===== config.mk =====
export PLATFORM = sky130hd
export DESIGN_NAME = dct_coef_engine_flat
export DESIGN_NICKNAME = d
export VERILOG_FILES = /design/src/rtl/dct_coef_engine_if.sv /design/src/rtl/dct_coef_engine.sv /design/src/flat_wrapper.sv
export SDC_FILE = /design/constraint.sdc
export NUM_CORES = 1
export LEC_CHECK = 0
export ABC_AREA = 1
export CORE_ASPECT_RATIO = 2
export CORE_MARGIN = 2
export CORE_UTILIZATION = 40
export DETAILED_ROUTE_END_ITERATION = 8
export PLACE_DENSITY_LB_ADDON = 0.15
export SYNTH_ARGS = -nofsm -noshare
export SYNTH_HDL_FRONTEND = slang
export SYNTH_SLANG_ARGS = --single-unit

===== constraint.sdc =====
create_clock -name clk -period 9.4 [get_ports clk]
set_clock_uncertainty 0.1 [all_clocks]
set_input_delay 1.88 -clock clk [delete_from_list [all_inputs] [get_ports clk]]
set_output_delay 1.88 -clock clk [all_outputs]
set_load 0.005 [all_outputs]

===== src/rtl/dct_coef_engine_if.sv =====
// Handshake bundle for dct_coef_engine: sample-vector request side and result side.
interface dct_coef_engine_if #(
    parameter int IN_W  = 8,
    parameter int OUT_W = 19
);
    logic                    in_valid;
    logic                    in_ready;
    logic signed [IN_W-1:0]  x0, x1, x2, x3, x4, x5, x6, x7;
    logic [2:0]              k_sel;
    logic                    all_k;
    logic                    out_valid;
    logic                    out_ready;
    logic signed [OUT_W-1:0] out_data;
    logic [2:0]              out_k;
    logic                    out_last;

    modport slave (
        input  in_valid, x0, x1, x2, x3, x4, x5, x6, x7, k_sel, all_k, out_ready,
        output in_ready, out_valid, out_data, out_k, out_last
    );

    modport master (
        output in_valid, x0, x1, x2, x3, x4, x5, x6, x7, k_sel, all_k, out_ready,
        input  in_ready, out_valid, out_data, out_k, out_last
    );
endinterface


===== src/rtl/dct_coef_engine.sv =====
// 8-point DCT-II coefficient engine: butterfly pre-add, then a 4-step MAC per
// coefficient against an internal cosine table; one Z_k or Z_0..Z_7 per vector.
module dct_coef_engine #(
    parameter int IN_W      = 8,
    parameter int COEF_W    = 16,
    parameter int OUT_W     = 19,
    parameter int FRAC_DROP = 8
) (
    input logic            clk,
    input logic            rst,
    dct_coef_engine_if.slave bus
);
    localparam int SD_W   = IN_W + 1;
    localparam int PROD_W = IN_W + COEF_W + 1;
    localparam int ACC_W  = IN_W + COEF_W + 3;
    localparam logic signed [ACC_W-1:0] OMAX = {{(ACC_W-OUT_W+1){1'b0}}, {(OUT_W-1){1'b1}}};
    localparam logic signed [ACC_W-1:0] OMIN = {{(ACC_W-OUT_W+1){1'b1}}, {(OUT_W-1){1'b0}}};

    typedef enum logic [2:0] {IDLE, BFLY, MAC, RND, OUT} state_t;

    state_t                  state, state_nxt;
    logic signed [IN_W-1:0]  xr [8];
    logic signed [SD_W-1:0]  s_r [4];
    logic signed [SD_W-1:0]  d_r [4];
    logic [2:0]              k_r;
    logic                    all_r;
    logic [1:0]              cnt;
    logic signed [ACC_W-1:0] acc, acc_sh;
    logic signed [SD_W-1:0]  op;
    logic signed [COEF_W-1:0] c;
    logic signed [PROD_W-1:0] prod;
    logic signed [OUT_W-1:0] sat_v, out_data_r;
    logic [2:0]              out_k_r;
    logic                    out_last_r;
    logic                    accept, out_fire, last_k;

    // Cosine magnitudes held at Q30 and rounded down to the table scale, so the
    // table tracks COEF_W. Angle (2n+1)k*pi/16 is folded into the first quadrant.
    function automatic logic signed [COEF_W-1:0] coef(input logic [2:0] k, input logic [1:0] n);
        int          m;
        logic        neg;
        logic [31:0] q;
        longint      v;
        m   = ((2 * int'(n) + 1) * int'(k)) % 32;
        neg = 1'b0;
        if (m > 16) m = 32 - m;
        if (m > 8) begin
            m   = 16 - m;
            neg = 1'b1;
        end
        if (k == 3'd0) m = 4;
        case (m)
            0:       q = 32'd1073741824;
            1:       q = 32'd1053110176;
            2:       q = 32'd992008094;
            3:       q = 32'd892783698;
            4:       q = 32'd759250125;
            5:       q = 32'd596538995;
            6:       q = 32'd410903207;
            7:       q = 32'd209476638;
            default: q = 32'd0;
        endcase
        v = (longint'(q) + (longint'(1) <<< (31 - COEF_W))) >>> (32 - COEF_W);
        if (neg) v = -v;
        return COEF_W'(v);
    endfunction

    assign bus.in_ready  = (state == IDLE) & ~rst;
    assign bus.out_valid = (state == OUT);
    assign bus.out_data  = out_data_r;
    assign bus.out_k     = out_k_r;
    assign bus.out_last  = out_last_r;
    assign accept        = bus.in_valid & bus.in_ready;
    assign out_fire      = bus.out_valid & bus.out_ready;
    assign last_k        = ~all_r | (k_r == 3'd7);

    // Even k uses the symmetric sums, odd k the antisymmetric differences.
    always_comb begin
        op     = k_r[0] ? d_r[cnt] : s_r[cnt];
        c      = coef(k_r, cnt);
        prod   = PROD_W'(op) * PROD_W'(c);
        acc_sh = acc >>> FRAC_DROP;
        if (acc_sh > OMAX)      sat_v = {1'b0, {(OUT_W-1){1'b1}}};
        else if (acc_sh < OMIN) sat_v = {1'b1, {(OUT_W-1){1'b0}}};
        else                    sat_v = acc_sh[OUT_W-1:0];
    end

    always_comb begin
        state_nxt = state;
        case (state)
            IDLE:    if (accept) state_nxt = BFLY;
            BFLY:    state_nxt = MAC;
            MAC:     if (cnt == 2'd3) state_nxt = RND;
            RND:     state_nxt = OUT;
            OUT:     if (out_fire) state_nxt = last_k ? IDLE : MAC;
            default: state_nxt = IDLE;
        endcase
    end

    always_ff @(posedge clk) begin
        if (rst) state <= IDLE;
        else     state <= state_nxt;
    end

    always_ff @(posedge clk) begin
        if (rst) begin
            for (int i = 0; i < 8; i++) xr[i] <= '0;
            for (int i = 0; i < 4; i++) begin
                s_r[i] <= '0;
                d_r[i] <= '0;
            end
            k_r        <= '0;
            all_r      <= 1'b0;
            cnt        <= '0;
            acc        <= '0;
            out_data_r <= '0;
            out_k_r    <= '0;
            out_last_r <= 1'b0;
        end else begin
            case (state)
                IDLE: if (accept) begin
                    xr[0] <= bus.x0; xr[1] <= bus.x1; xr[2] <= bus.x2; xr[3] <= bus.x3;
                    xr[4] <= bus.x4; xr[5] <= bus.x5; xr[6] <= bus.x6; xr[7] <= bus.x7;
                    k_r   <= bus.all_k ? 3'd0 : bus.k_sel;
                    all_r <= bus.all_k;
                end
                BFLY: begin
                    for (int i = 0; i < 4; i++) begin
                        s_r[i] <= SD_W'(xr[i]) + SD_W'(xr[7-i]);
                        d_r[i] <= SD_W'(xr[i]) - SD_W'(xr[7-i]);
                    end
                    acc <= '0;
                    cnt <= '0;
                end
                MAC: begin
                    acc <= acc + ACC_W'(prod);
                    cnt <= cnt + 2'd1;
                end
                RND: begin
                    out_data_r <= sat_v;
                    out_k_r    <= k_r;
                    out_last_r <= last_k;
                end
                OUT: if (out_fire && !last_k) begin
                    k_r <= k_r + 3'd1;
                    acc <= '0;
                    cnt <= '0;
                end
                default: ;
            endcase
        end
    end
endmodule

===== src/flat_wrapper.sv =====
// flat-port wrapper written by rule: the top's interface ports become plain ports
module dct_coef_engine_flat 
#(
    parameter int IN_W      = 8,
    parameter int COEF_W    = 16,
    parameter int OUT_W     = 19,
    parameter int FRAC_DROP = 8
)
  (clk, rst, bus_in_valid, bus_x0, bus_x1, bus_x2, bus_x3, bus_x4, bus_x5, bus_x6, bus_x7, bus_k_sel, bus_all_k, bus_out_ready, bus_in_ready, bus_out_valid, bus_out_data, bus_out_k, bus_out_last);
  dct_coef_engine_if #(.IN_W(IN_W), .OUT_W(OUT_W)) bus_i ();
  input logic clk;
  input logic rst;
  input wire logic [$bits(bus_i.in_valid)-1:0] bus_in_valid;
  input wire logic [$bits(bus_i.x0)-1:0] bus_x0;
  input wire logic [$bits(bus_i.x1)-1:0] bus_x1;
  input wire logic [$bits(bus_i.x2)-1:0] bus_x2;
  input wire logic [$bits(bus_i.x3)-1:0] bus_x3;
  input wire logic [$bits(bus_i.x4)-1:0] bus_x4;
  input wire logic [$bits(bus_i.x5)-1:0] bus_x5;
  input wire logic [$bits(bus_i.x6)-1:0] bus_x6;
  input wire logic [$bits(bus_i.x7)-1:0] bus_x7;
  input wire logic [$bits(bus_i.k_sel)-1:0] bus_k_sel;
  input wire logic [$bits(bus_i.all_k)-1:0] bus_all_k;
  input wire logic [$bits(bus_i.out_ready)-1:0] bus_out_ready;
  output wire logic [$bits(bus_i.in_ready)-1:0] bus_in_ready;
  output wire logic [$bits(bus_i.out_valid)-1:0] bus_out_valid;
  output wire logic [$bits(bus_i.out_data)-1:0] bus_out_data;
  output wire logic [$bits(bus_i.out_k)-1:0] bus_out_k;
  output wire logic [$bits(bus_i.out_last)-1:0] bus_out_last;
  assign bus_i.in_valid = bus_in_valid;
  assign bus_i.x0 = bus_x0;
  assign bus_i.x1 = bus_x1;
  assign bus_i.x2 = bus_x2;
  assign bus_i.x3 = bus_x3;
  assign bus_i.x4 = bus_x4;
  assign bus_i.x5 = bus_x5;
  assign bus_i.x6 = bus_x6;
  assign bus_i.x7 = bus_x7;
  assign bus_i.k_sel = bus_k_sel;
  assign bus_i.all_k = bus_all_k;
  assign bus_i.out_ready = bus_out_ready;
  assign bus_in_ready = bus_i.in_ready;
  assign bus_out_valid = bus_i.out_valid;
  assign bus_out_data = bus_i.out_data;
  assign bus_out_k = bus_i.out_k;
  assign bus_out_last = bus_i.out_last;
  dct_coef_engine #(.IN_W(IN_W), .COEF_W(COEF_W), .OUT_W(OUT_W), .FRAC_DROP(FRAC_DROP)) u_core (.clk(clk), .rst(rst), .bus(bus_i));
endmodule

==> impl_metrics.toml <==
[logic_synthesis]
synth-main-ff-cell = "edfxtp_1"
mean_area_per_synthesized_cell_sq_um = 8.19
syn_nets = 2483
synth_edf_count = 132
netlist_instances = 2106
ys_async_sr_fraction_pct = 0
synth_seq_cells = 193
ys_seq_area_share_pct = 30.1
ys_types = 49
synth.yosys.warnings = 0
synthesis.area_sq_mm = 0.0172

[worst_setup_path]
worst-endpoint-arrival_ps = 9530
crit_required_ps = 9600
timing.critical_path.to_type = "flip-flop"
critPathSlowestCell = "fa_2"
crit_path_max_fanout = 5
worstPathBufferInverterCount = 12
timing.critical_path.from_type = "flip-flop"
cell_class_contributing_the_biggest_share_of_worst_path_delay = "adder cells"
critPathMaxStageDelay_ps = 560
timing_worst_setup_path_type = "reg -> reg"
timing.reg2reg.setup_slack_ps = 70

[finish]
register_area_sq_mm = 0.00519
multiInputGateArea_sq_mm = 0.0112
nNetsFinal = 2730
layout-drive-gt1-share_pct = 19.5
antenna_cells = 0
layout.filler_cells = 4055
postLayoutCoreUtil_pct = 51.4
syn_to_final_growth_pct = 26.8
leading_cell_types_in_the_layout_fill_and_taps_excluded = "inv_1 (427), nand2_1 (331), nor2_1 (230), buf_4 (165), fa_1 (141)"
layout_commonest_cell = "inv_1"

[run_status]
outcome = "finished, final reports clean"

[die]
num_io_pins = 97
floorplan.die.width_um = 151
core-area_sq_mm = 0.0426
starting_density_pct = 40.5
dieArea_sq_mm = 0.0449
std_cell_rows = 107
fp.dieH_um = 298

[place]
buffers_added_on_ports = 96
gp_routability_congestion = 0.933
place_hpwl_um = 39500

[cts]
clkSlewWorstSetupHoldPaths_ps = 70
clock_tree.buffer_depth = 2
cts_root_buffer = "clkbuf_16"
cts_tree = "done"
cts_htree_levels = 4
cts_num_sinks = 193
hold_buffers = 0
worst_skew_pair.late_latency_ps = 470
cts-buffers-inserted = 17

[sta]
tightestPinTransition_ps = 1050
final-hold-violation-count = 0
slew_headroom_pct = 29.5
final_period_minus_worst_setup_slack_ps = 9330
rsz0062_at_grt = "yes"
fin_worst_hold_slack_ps = 370
setup_viol = 0
final-max-slew-violation-count = 0
final.period_utilization_pct = 99.2
timing.fmax_ghz = 0.107

[detailed_routing]
vias = 14600
dr.pass1.iters = 5
detail_route.vias_per_cell = 5.01
route.final.wire_length_um = 49600
routed_antenna_nets = 0
drt_first_iter_violations = 657
drc = 0
wl_per_cell_um = 17.0

[flow_run]
max_cap_violations = 0

[global_route]
number_of_antenna_violations_at_the_first_check_in_global_routing = 0
gr-usage-all-layers_pct = 22.7
grt_overflow_total = 0
grt_pass1_wl_um = 76500
vias_in_the_first_global_route = 15300
grt_start_max_net_pins = 69

[hold_path]
worst_hold_path_type = "reg -> reg"
## timing repair
item                       4_1_cts  5_1_grt
pin swaps                       63      122
resized for setup               82      194
setup buffers                   15       33
setup endpoints to repair       11       16
## layer usage
layer	GRT usage (%)	share of wire, %	up-vias	wire (um)
li1	-	-	7085	-
met2	46.2	59	301	29300
met1	19.0	31	7050	15200
met3	2.25	1.9	134	932
met5	0	0	-	0
met4	16.5	8.3	0	4100
## cell usage after synthesis (4+ instances only)
library cell | number | area (sq um)
inv_1 | 452 | 1700
nand2_1 | 377 | 1420
nor2_1 | 246 | 923
fa_1 | 156 | 3120
a21oi_1 | 154 | 771
ha_1 | 149 | 1860
edfxtp_1 | 132 | 3960
o21ai_0 | 88 | 440
nand3_1 | 70 | 350
dfxtp_1 | 61 | 1220
clkbuf_1 | 49 | 184
o21bai_1 | 19 | 143
or2_2 | 16 | 100
a32o_1 | 14 | 140
nand2_2 | 13 | 81.3
nand3_2 | 12 | 120
nor3_1 | 10 | 50.1
nand4_1 | 9 | 56.3
o31ai_1 | 9 | 67.6
xnor2_1 | 8 | 70.1
a211oi_1 | 5 | 37.5
buf_1 | 5 | 18.8
clkinv_1 | 5 | 18.8
inv_2 | 4 | 15.0
xor2_1 | 4 | 35.0
## layout make-up
type	instances	share of cell area (%)
multi-input combinational	1396	51.2
inverter	461	7.94
sequential	193	23.7
clock buffer	19	1.98
clock inverter	12	0.710
tap	545	3.12
timing repair buffer	284	11.3
## metrics by stage
stage	setup TNS, ps	cell area (sq um)	worst slack (ps)	cells
final	0	21900	71.4	2910
after global routing	-2090	21900	-339	2910
after CTS	-0.295	20800	-0.295	2878
after detailed placement	-3490	19800	-491	2832
after global placement	-1810	19800	-307	2832
after floorplan	0	17200	28.8	2106
## kinds of logic (layout without fill, tap and decap cells)
logic type      Yosys count  after routing  share of synthesized area [%]
compound gates          309            309                           10.2
xor+xnor                 12             12                          0.609
fa+ha+maj               305            305                           28.9
buf+inv                 517            776                           11.3
flops                   193            193                           30.1
other cells               1              1                         0.0217
simple gates            769            769                           18.9
## worst register-to-register path: cells and delay by family (launching register included)
| family | cells | cell delay [ps] |
|---|---|---|
| compound gates | 4 | 520 |
| buf+inv | 12 | 1180 |
| fa+ha+maj | 12 | 4280 |
| simple gates | 27 | 2710 |
| flops | 1 | 350 |
## sequential cells by signal, summed over array words and instances (netlist names), named ones only
register and count:
u_core.xr 64, u_core.d_r 34, u_core.s_r 34, u_core.acc 27, u_core.bus.out_data 19, u_core.bus.out_k 3
u_core.k_r 3, u_core.state 3, u_core.cnt 2, u_core.all_r 1, u_core.bus.out_last 1
## worst paths after layout
| kind | endpoint | from | cells past startpoint |
|---|---|---|---|
| worst max-delay path | u_core.acc[25] | u_core.cnt[0] | 55 |
| worst min-delay path | u_core.bus.out_data[12] | u_core.bus.out_data[12] | 2 |
| worst max register to register | u_core.acc[25] | u_core.cnt[0] | 55 |
| worst min register to register | u_core.bus.out_data[12] | u_core.bus.out_data[12] | 2 |
Power is left out: the tool's default activity adds up to more than one toggle a clock period on the data nets, which glitch-free logic cannot reach.
